<file path="src/rtl/rr_pkg.sv">
// rtl/rr_pkg.sv - shared constants and types for the round-robin hold arbiter
package rr_pkg;

  localparam int NUM_REQ = 4;
  localparam int IDX_W   = 2;

  typedef logic [IDX_W-1:0] req_idx_t;

  typedef enum logic {
    IDLE  = 1'b0,
    GRANT = 1'b1
  } arb_state_t;

endpackage

</file>
<file path="src/rtl/rr_pick.sv">
// rtl/rr_pick.sv - combinational circular priority search starting at pointer
module rr_pick
  import rr_pkg::*;
(
  input  logic [NUM_REQ-1:0] req,
  input  req_idx_t           pointer,
  output logic               found,
  output req_idx_t           idx
);

  // Walk offsets from farthest to nearest so the nearest set bit wins.
  // Index arithmetic wraps in IDX_W bits, which equals mod NUM_REQ.
  always_comb begin
    found = 1'b0;
    idx   = pointer;
    for (int k = NUM_REQ - 1; k >= 0; k--) begin
      if (req[pointer + req_idx_t'(k)]) begin
        found = 1'b1;
        idx   = pointer + req_idx_t'(k);
      end
    end
  end

endmodule

</file>
<file path="src/rtl/rr_hold_arbiter.sv">
// rtl/rr_hold_arbiter.sv - round-robin arbiter with bounded grant hold time
module rr_hold_arbiter
  import rr_pkg::*;
#(
  parameter int MAX_HOLD = 8
) (
  input  logic               arb_clk,
  input  logic               arb_rst,
  input  logic               arb_en,
  input  logic [NUM_REQ-1:0] arb_req,
  output logic [NUM_REQ-1:0] arb_gnt,
  output req_idx_t           arb_gnt_id,
  output req_idx_t           pointer,
  output logic               arb_timeout
);

  localparam int                        HOLD_W   = $clog2(MAX_HOLD + 1);
  localparam logic [HOLD_W-1:0]         HOLD_MAX = HOLD_W'(MAX_HOLD);
  localparam logic [NUM_REQ-1:0]        GNT_ONE  = NUM_REQ'(1);

  arb_state_t        state;
  logic [HOLD_W-1:0] hold_cnt;
  logic              pick_found;
  req_idx_t          pick_idx;

  rr_pick u_pick (
    .req     (arb_req),
    .pointer (pointer),
    .found   (pick_found),
    .idx     (pick_idx)
  );

  // Grant FSM: IDLE picks a new owner, GRANT holds it until release or hold limit.
  always_ff @(posedge arb_clk) begin
    if (arb_rst) begin
      state       <= IDLE;
      arb_gnt     <= '0;
      arb_gnt_id  <= '0;
      pointer     <= '0;
      arb_timeout <= 1'b0;
      hold_cnt    <= '0;
    end else begin
      arb_timeout <= 1'b0;
      case (state)
        IDLE: begin
          if (arb_en && pick_found) begin
            state      <= GRANT;
            arb_gnt    <= GNT_ONE << pick_idx;
            arb_gnt_id <= pick_idx;
            hold_cnt   <= HOLD_W'(1);
          end
        end
        GRANT: begin
          // Arb_en is deliberately ignored here: disabling only blocks new grants.
          if (!arb_req[arb_gnt_id] || hold_cnt == HOLD_MAX) begin
            state       <= IDLE;
            arb_gnt     <= '0;
            hold_cnt    <= '0;
            pointer     <= arb_gnt_id + req_idx_t'(1);
            arb_timeout <= arb_req[arb_gnt_id];
          end else begin
            hold_cnt <= hold_cnt + HOLD_W'(1);
          end
        end
        default: begin
          state   <= IDLE;
          arb_gnt <= '0;
        end
      endcase
    end
  end

endmodule

</file>
<file path="config.mk">
export PLATFORM = sky130hd
export DESIGN_NAME = rr_hold_arbiter
export DESIGN_NICKNAME = d
export VERILOG_FILES = /design/src/rtl/rr_pkg.sv /design/src/rtl/rr_pick.sv /design/src/rtl/rr_hold_arbiter.sv
export SDC_FILE = /design/constraint.sdc
export NUM_CORES = 1
export LEC_CHECK = 0
export ABC_AREA = 1
export ABC_CLOCK_PERIOD_IN_PS = 1500
export CAP_MARGIN = 20
export CELL_PAD_IN_SITES_DETAIL_PLACEMENT = 0
export CELL_PAD_IN_SITES_GLOBAL_PLACEMENT = 2
export CORE_MARGIN = 2
export CORE_UTILIZATION = 28
export DETAILED_ROUTE_END_ITERATION = 12
export GPL_TIMING_DRIVEN = 0
export MAX_ROUTING_LAYER = met4
export PLACE_DENSITY = 0.78
export SLEW_MARGIN = 30
export SYNTH_ARGS = -nofsm -noshare
export SYNTH_HDL_FRONTEND = slang
export SYNTH_SLANG_ARGS = --single-unit
</file>
<file path="constraint.sdc">
create_clock -name arb_clk -period 1.5 [get_ports arb_clk]
set_input_delay 0.225 -clock arb_clk [delete_from_list [all_inputs] [get_ports arb_clk]]
set_output_delay 0.225 -clock arb_clk [all_outputs]
set_load 0.005 [all_outputs]
</file>
; ---- Word-level counts from Yosys, hierarchy flattened
; Cells that the tools add are included.
; W data, S select, Z words.
[totals]
out_inout_bits = 9
wordCells = 56
in_bits = 7
regBits = 14
[classes]
shift = 1
addsub = 5
order_cmp = 5
reduce_logical = 7
eq_ne = 3
n_mux = 27
bitwise = 2
[op_table]
columns = op, count
row1 = $mux W4, 4
row2 = $pmux W4 S2, 2
row3 = $lt A2 B3 Y1 const B, 5
row4 = $mux W1, 11
row5 = $bmux W1 S2, 5
row6 = $mux W2, 4
row7 = $reduce_and A2 Y1, 3
row8 = $add A2 B1 Y2 const B, 2
row9 = $add A2 B2 Y2 const B, 2
row10 = $add A4 B1 Y4 const B, 1
row11 = $eq A4 B4 Y1 const B, 1
row12 = $shl A1 B2 Y4 const A, 1
row13 = $reduce_or A3 Y1, 1
row14 = $ne A2 B1 Y1 const B, 1
row15 = $ne A2 B2 Y1 const B, 1
row16 = $not A1 Y1, 2
row17 = $pmux W1 S2, 1
row18 = $logic_and A1 B1 Y1, 1
row19 = $logic_not A1 Y1, 1
row20 = $logic_or A1 B1 Y1, 1

; ---- Depth between registers and ports, before layout
[logic_depth]
depth_word = 10
ltp_mapped = 13
depth_no_buf = 12

; ---- Modules after synthesis
; Synthesis repeated with hierarchy kept, for this count alone.
[unflattened]
hier_cells = 146
area_unflattened_um2 = 907.1
[by_module_without_submodules]
columns = mod, instances, area_per_inst_um2, seq_area_each_um2, cells_each
row1 = rr_hold_arbiter, 1, 673.1, 280.3, 93
row2 = rr_pick, 1, 234.0, 0.0, 53

; ---- Worst setup path after synthesis
; OpenSTA, ideal clock, no wires.
[synth_timing]
path_type = flip-flop to flip-flop
start = register pointer[0]
end = register arb_gnt_id[0]
t_required_ns = 1.384
t_arrival_ns = 1.245
slack_ns = 0.139
stages_incl_launch_ff = 11
path_buffers = 1
period_less_slack_ns = 1.361
setup_time_ns = 0.116
path_cell_list = dfxtp_1 > buf_6 > nand2_1 > nand3_1 > nand2_2 > nor2_4 > nand3_4 > nand2_2 > nor2_4 > o21ai_0 > nor2_1
[synth_between]
elab_chain_cells = 9
word_cells_on_any_way = 21
classes_between = 3 x add/sub / 16 x mux / 2 x reduce/logical
[synth_rtl]
columns = element, line
row1 = from (decl), rr_hold_arbiter.sv:13  ; output req_idx_t pointer,
row2 = from (signal assigned), rr_hold_arbiter.sv:59  ; pointer <= arb_gnt_id + req_idx_t'(1);
row3 = $add A2 B2 Y2, "rr_pick.sv:17, rr_pick.sv:19"
row4 = $bmux W1 S2, rr_pick.sv:17  ; if (req[pointer + req_idx_t'(k)]) begin
row5 = $mux W1 (not written as such), rr_pick.sv:17
row6 = $mux W1 (4 in series), rr_pick.sv:17
row7 = $logic_and A1 B1 Y1, rr_hold_arbiter.sv:46  ; if (arb_en && pick_found) begin
row8 = $reduce_and A2 Y1 (no line), --
row9 = to (signal assigned), rr_hold_arbiter.sv:49  ; arb_gnt_id <= pick_idx;
row10 = to (decl), rr_hold_arbiter.sv:12  ; output req_idx_t arb_gnt_id,
; Several ways; a longest one is shown, not always the timed one. The select of a mux whose other input is x is not followed.
; A chain may end at the register's enable or synchronous reset.

; ---- Final worst setup path
[layout_timing]
start = register pointer[0]
end = register hold_cnt[2]
[layout_between]
elab_chain_cells = 9
word_cells_on_any_way = 17
classes_between = 3 x add/sub / 1 x eq/ne / 12 x mux / 1 x reduce/logical
[layout_rtl]
columns = element, line
row1 = $add A2 B2 Y2, rr_pick.sv:17
row2 = $bmux W1 S2, rr_pick.sv:17
row3 = $mux W1 (not written as such), rr_pick.sv:17
row4 = $mux W1 (3 in series), rr_pick.sv:17
row5 = $mux W1 (*), rr_pick.sv:17
row6 = $logic_and A1 B1 Y1 (*), rr_hold_arbiter.sv:46
row7 = $ne A2 B2 Y1 (no line) (*), --
row8 = to (signal assigned), rr_hold_arbiter.sv:62  ; hold_cnt <= hold_cnt + HOLD_W'(1);
row9 = to (decl), rr_hold_arbiter.sv:22  ; logic [HOLD_W-1:0] hold_cnt;
; Every way passes the cells marked *; elsewhere a longest branch is shown, timed or not. The select of a mux whose other input is x is not followed.

==> results.sh <==
export IMPL_status="finished with violations"
export IMPL_failed_checks="setup timing"
export IMPL_switching_share_pct=39.5
export IMPL_final_cell_area_um2=1300
export IMPL_placed_area_um2=1130
export IMPL_p_switching_mw=0.519
export IMPL_start_util_pct=29.8
export IMPL_ir_worst_vdd_mv=0.468
export IMPL_setup_violations=7
export IMPL_slowest_stage="dfxtp_2"
export IMPL_fin_nets=169
export IMPL_die_area_um2=3780
export IMPL_antenna_found_initial=0
export IMPL_cts_made_buffers=3
export IMPL_p_leak_nw=0.551
export IMPL_ys_seq_area_share_pct=30.3
export IMPL_postSynthCellCount=137
export IMPL_setup_slack_ns=-0.0217
export IMPL_finClkSkew_ns=0.00671
export IMPL_h_tree_depth=1
export IMPL_cpMostUsedCell="nand2_2"
export IMPL_max_freq_mhz=657
export IMPL_cp_max_fo=8
export IMPL_p_seq_share_pct=35.0
export IMPL_grt_overflow_total=0
export IMPL_postCtsHoldBufs=0
export IMPL_drtIter0Drc=19
export IMPL_die_w_um=61.5
export IMPL_critPathMaxStageDelay_ns=0.35
export IMPL_worstReg2RegStart="pointer[0]"
export IMPL_antennaDiodeCount=0
export IMPL_total_power_mw=1.31
export IMPL_max_slew_margin_pct=71.6
export IMPL_crit_type="register to register"
export IMPL_hp_class="register to register"
export IMPL_reg2reg_depth=10
export IMPL_place_congestion=0.788
export IMPL_hold_violations=0
export IMPL_drc_errors=0
export IMPL_pin_count=16
export IMPL_num_rows=20
export IMPL_cts_root_buf="clkbuf_4"
export IMPL_cts_clk_slew_worst_paths_ns=0.09
export IMPL_finalCritPeriodShare_pct=101
export IMPL_clk_path_buf_depth=2
export IMPL_port_buffers=15
export IMPL_worstSetupEndpoint="hold_cnt[2]"
export IMPL_clk_latency_ns=0.28
export IMPL_crit_buf_inv=2
export IMPL_powerDensity_nw_per_um2=1010
export IMPL_cp_top_family="simple AND/OR/NAND/NOR gates"
export IMPL_vias=943
export IMPL_syn2layout_area_growth_pct=40.6
export IMPL_cp_end_kind="register"
export IMPL_synth_area_per_cell_um2=6.75
export IMPL_place_hpwl_um=1680
export IMPL_synth_fp_nets=146
export IMPL_cts_sinks=14
export IMPL_yosys_warnings=0
export IMPL_die_y_um=61.5
export IMPL_cap_violations=0
export IMPL_rsz0062_at_grt="yes"
export IMPL_wl_um=2290
export IMPL_internal_power_mw=0.796
export IMPL_post_route_util_pct=41.9
export IMPL_postRouteAntennaNets=0
export IMPL_drive_above_1_share_pct=35.2
export IMPL_whs_ns=0.472
export IMPL_routedWlPerCell_um=11.3
export IMPL_dp_slack_ns=-0.361
export IMPL_combPwrFrac_pct=44.0
export IMPL_cp_arrival_ns=1.74
export IMPL_rrSetupSlack_ns=-0.02
export IMPL_vias_per_cell=4.65
export IMPL_period_minus_slack_ns=1.52
export IMPL_cts_tree="built"
export IMPL_grt_max_degree=11
export IMPL_crit_chain="buf_6 -> inv_8 -> nand2_2 -> nand3_1 -> nand2_2 -> nor2_4 -> nand3_4 -> a21oi_4 -> nand2_1 -> a21oi_2"
export IMPL_reg2reg_to="hold_cnt[2]"
export IMPL_cp_depth=10
export IMPL_final_fill_count=350
export IMPL_maxSlewViolCount=0
export IMPL_clockPowerShare_pct=20.9
export IMPL_firstDrtPassIters=4
export IMPL_start_kind="register"
export IMPL_synth_cell_area_um2=925
export IMPL_cp_startpoint="pointer[0]"
export IMPL_grt_pass1_wl_um=3820
export IMPL_worst_slew_pin_slew_ns=0.426
export IMPL_grt_usage_pct=14.3
export IMPL_core_area_um2=3100
export IMPL_ys_ff_latch=14
export IMPL_worst_ep_required_time_ns=1.72
export IMPL_grt_pass1_vias=843
export IMPL_yosysUniqueCellTypes=23
[cells in the mapped netlist]
cell type,count,area (µm²)
nor2_1,5,18.8
buf_6,1,11.3
nand3_1,14,70.1
dlygate4sd1_1,1,8.76
o21ai_0,6,30.0
nor3_1,1,5.00
inv_2,3,11.3
nor2_4,2,22.5
a31oi_1,1,6.26
dfxtp_1,14,280
xnor2_1,1,8.76
inv_1,12,45.0
nand4_1,2,12.5
nand2_1,44,165
ha_1,2,25.0
inv_8,1,11.3
nand2_2,8,50.1
a21oi_2,4,35.0
a21oi_1,9,45.0
a21boi_0,1,7.51
xor2_1,2,17.5
nand3_4,1,17.5
nand3_2,2,20.0
[logic make-up after synthesis]
| kind of cell | after synthesis | share of synthesized area [%] |
|---|---|---|
| AOI/OAI and AO/OA | 21 | 13.4 |
| DFF | 14 | 30.3 |
| buffers and inverters | 18 | 9.47 |
| adders and majority gates | 2 | 2.71 |
| xor gates and xnor gates | 3 | 2.84 |
| and+or+nand+nor | 79 | 41.3 |
[cell type report]
type                    instances  area, µm²  area share, %
flip-flops and latches         14        288           22.1
clock buffers                   4       36.3           2.79
repair buffers                 18        171           13.2
well taps                      44       55.1           4.23
inverters                      16       67.6           5.20
multi-input cells             105        662           50.9
plain buffers                   2       20.0           1.54
[power groups by stage]
| stage | Combinational (mW) | Clock (mW) | Sequential, mW |
|---|---|---|---|
| global route | 0.647 | 0.307 | 0.468 |
| finish | 0.579 | 0.275 | 0.461 |
| CTS | 0.526 | 0.288 | 0.457 |
| floorplan | 0.340 | 0 | 0.454 |
| global placement | 0.480 | 0 | 0.459 |
| detailed placement | 0.486 | 0 | 0.459 |
[metrics by stage]
stage,setup TNS [ns],cells
2_1_floorplan,0,137
3_3_place_gp,-3.49,196
3_5_place_dp,-3.78,196
4_1_cts,-0.0332,203
5_1_grt,-1.06,203
6_report,-0.0916,203
[state kept, by name, summed over array words and instances (netlist names)]
name         count
hold_cnt         4
arb_gnt          4
state            1
arb_timeout      1
pointer          2
arb_gnt_id       2
[worst min path at each step]
stage                        to   startpoint  cells after the start  slack (ns)
finish              hold_cnt[3]  hold_cnt[3]                      2        0.47
global route        hold_cnt[3]  hold_cnt[3]                      2        0.49
CTS                 hold_cnt[3]  hold_cnt[3]                      2        0.48
detailed placement  hold_cnt[3]  hold_cnt[3]                      2        0.47
global placement    hold_cnt[3]  hold_cnt[3]                      2        0.46
floorplan           arb_timeout      arb_rst                      3        0.40
[cells in the final DEF (no fill, tap or decap)]
cell / n
inv_2: 4
a21oi_1: 8
buf_6: 1
o21ai_1: 1
a21oi_2: 4
nor3_1: 1
dlygate4sd2_1: 1
inv_1: 11
xnor2_1: 1
nand3_4: 1
xor2_1: 2
dfxtp_4: 1
ha_1: 2
nand2_1: 29
o21ai_0: 4
dfxtp_2: 3
nand2_4: 6
inv_8: 1
a31oi_1: 1
nor2_1: 4
nand2_2: 17
clkbuf_8: 1
nand3_1: 10
nor2_4: 2
clkbuf_4: 3
nor2_2: 1
dlygate4sd1_1: 1
nand4_1: 2
dfxtp_1: 10
nand3_2: 6
a21boi_1: 1
buf_4: 3
a21oi_4: 1
clkdlybuf4s50_1: 14
o21ai_2: 1
[worst register-to-register path: cells and delay by family (launching register included)]
kind	cells	cell delay, ns
compound gates	2	0.34
buf+inv	2	0.22
flops	1	0.35
simple gates	6	0.57
[timing repair]
action,4_1_cts,5_1_grt
gates cloned,1,0
pin swaps,3,4
endpoints found under the setup margin,14,15
setup buffers,2,0
gates resized for setup,14,26
[metal layers]
layer  wire, µm  part of all wire, %  GRT usage [%]
met3         45                  2.0           3.15
met5          0                    0              -
met1       1090                   48           19.0
met2       1130                   49           21.1
met4         21                 0.92           5.47
Power figures use the tool's default switching activity.
==> edit: new RTL, same flow settings <==
`NUM_REQ`: 4 -> 3.
--- a/src/rtl/rr_pkg.sv
+++ b/src/rtl/rr_pkg.sv
@@ -3,3 +3,3 @@
 
-  localparam int NUM_REQ = 4;
+  localparam int NUM_REQ = 3;
   localparam int IDX_W   = 2;
Interface: changed (resized arb_gnt and arb_req); port bits go from 16 to 14. The function was not compared with the original's and may differ.
==> edit against the original RTL <==
Clock skew fell by 1.4 ps. Sequential cell count fell by 1. Cell area fell by 27%. Sequential share of layout area rose by 5.8 points. Routed wire length fell by 27%. Synthesized area fell by 20%. Setup slack improved by 87 ps. Largest cell class unchanged. Highest routed layer is now met3.
Power is not compared: it rests on default switching activity, and its combinational part moved more than twofold at a synthesized area within 25%.
==> edit: results (changes against the original RTL) <==
status: completed
first-pass GRT wire length: 2950 um (-23%)
initial DRC count: 15 (-4)
slowest CP cell: clkdlybuf4s50_1
largest cells by area after synthesis: dfxtp_1 35%, nand2_1 17%, nand3_1 8.8%, inv_1 6.6%, a21oi_1 6.1%
Synth top cells by count: 34 x nand2_1, 13 x dfxtp_1, 13 x inv_1, 13 x nand3_1, 9 x a21oi_1
clk buf depth: 2 (unchanged)
GRT Util Overall: 12.1% (-2.2 points)
register area share after synthesis: 35.1% (+4.8 points)
Synth Area in XOR/XNOR: 3.54% (+0.70 points)
Fin Hold WS: 474 ps (+1.74 ps)
Final Non-Filler Cells: 158 (-22%)
Post-DP HPWL: 1270 um (-24%)
WP data arrival: 1210 ps (-530 ps)
Distinct cells, synth: 18 (-22%)
gpl congestion: 0.760 (-3.6%)
final setup margin: 65.4 ps (+87.1 ps)
Net Count, Synth: 119 (-18%)
pre-CTS setup slack: -297 ps (+64.4 ps)
Post-synth ARST share: 0% (unchanged)
via count: 719 (-24%)
crit-path max cell delay: 520 ps (+170 ps)
Compound-Gate Fraction of Synth Area: 12.3% (-1.1 points)
fill count: 285 (-19%)
Post-DP Area: 910 um^2 (-19%)
Overall Power: 0.000838 W
post-DR wirelength/cell: 10.5 um (-6.8%)
largest registers: hold_cnt x4, arb_gnt x3
Final Net Count: 137 (-19%)
setup clock skew after layout: 5.30 ps (-1.41 ps)
placed cells: 154 (-21%)
adder-cell share of the synthesized area: 3.37% (+0.67 points)
Buffers on Ports: 13 (-2)
vias in the first global route: 678 (-20%)
flop-to-flop setup slack: 170 ps (+190 ps)
post-CTS resize count: 2 (-12)
Slew headroom: 69.9% (-1.7 points)
Post-CTS Setup Inserts: 0 (-2)
P_seq: 0.000398 W
Syn Inst Count: 111 (-19%)
Top delay family on crit path: buffers and inverters
global route overflow: 0 (unchanged)
-- edit: changes by cell type after synthesis, moves of 2 or more --
cell	delta
nand2_1	-10
nor2_4	-2
nand2_2	-5
a21oi_2	-4
nand4_1	-2
nor2_1	+2
o21ai_0	-4
-- edit: final timing paths --
path,to,cells after the start,startpoint
setup reg to reg,pointer[0],8,arb_gnt_id[0]
setup / recovery,pointer[0],1,pointer[0]
hold / removal,hold_cnt[3],2,hold_cnt[3]
hold reg to reg,hold_cnt[3],2,hold_cnt[3]
-- edit: cell type report --
type                    count  area [um^2]  share of cell area (%)
plain buffers               1         3.75                   0.396
clock buffers               4         26.3                    2.77
inverters                  16         60.1                    6.33
multi-input cells          81          423                    44.6
flip-flops and latches     13          265                    28.0
well taps                  30         37.5                    3.96
repair buffers             13          133                    14.0
-- edit: layer usage --
layer  vias up  global-route usage (%)  share of wire [%]
li1        386                       -                  -
met1       320                    15.5                 52
met2        13                    18.7                 44
met3         0                    2.11                4.5
met4         0                    5.23                  0
met5         -                       -                  0
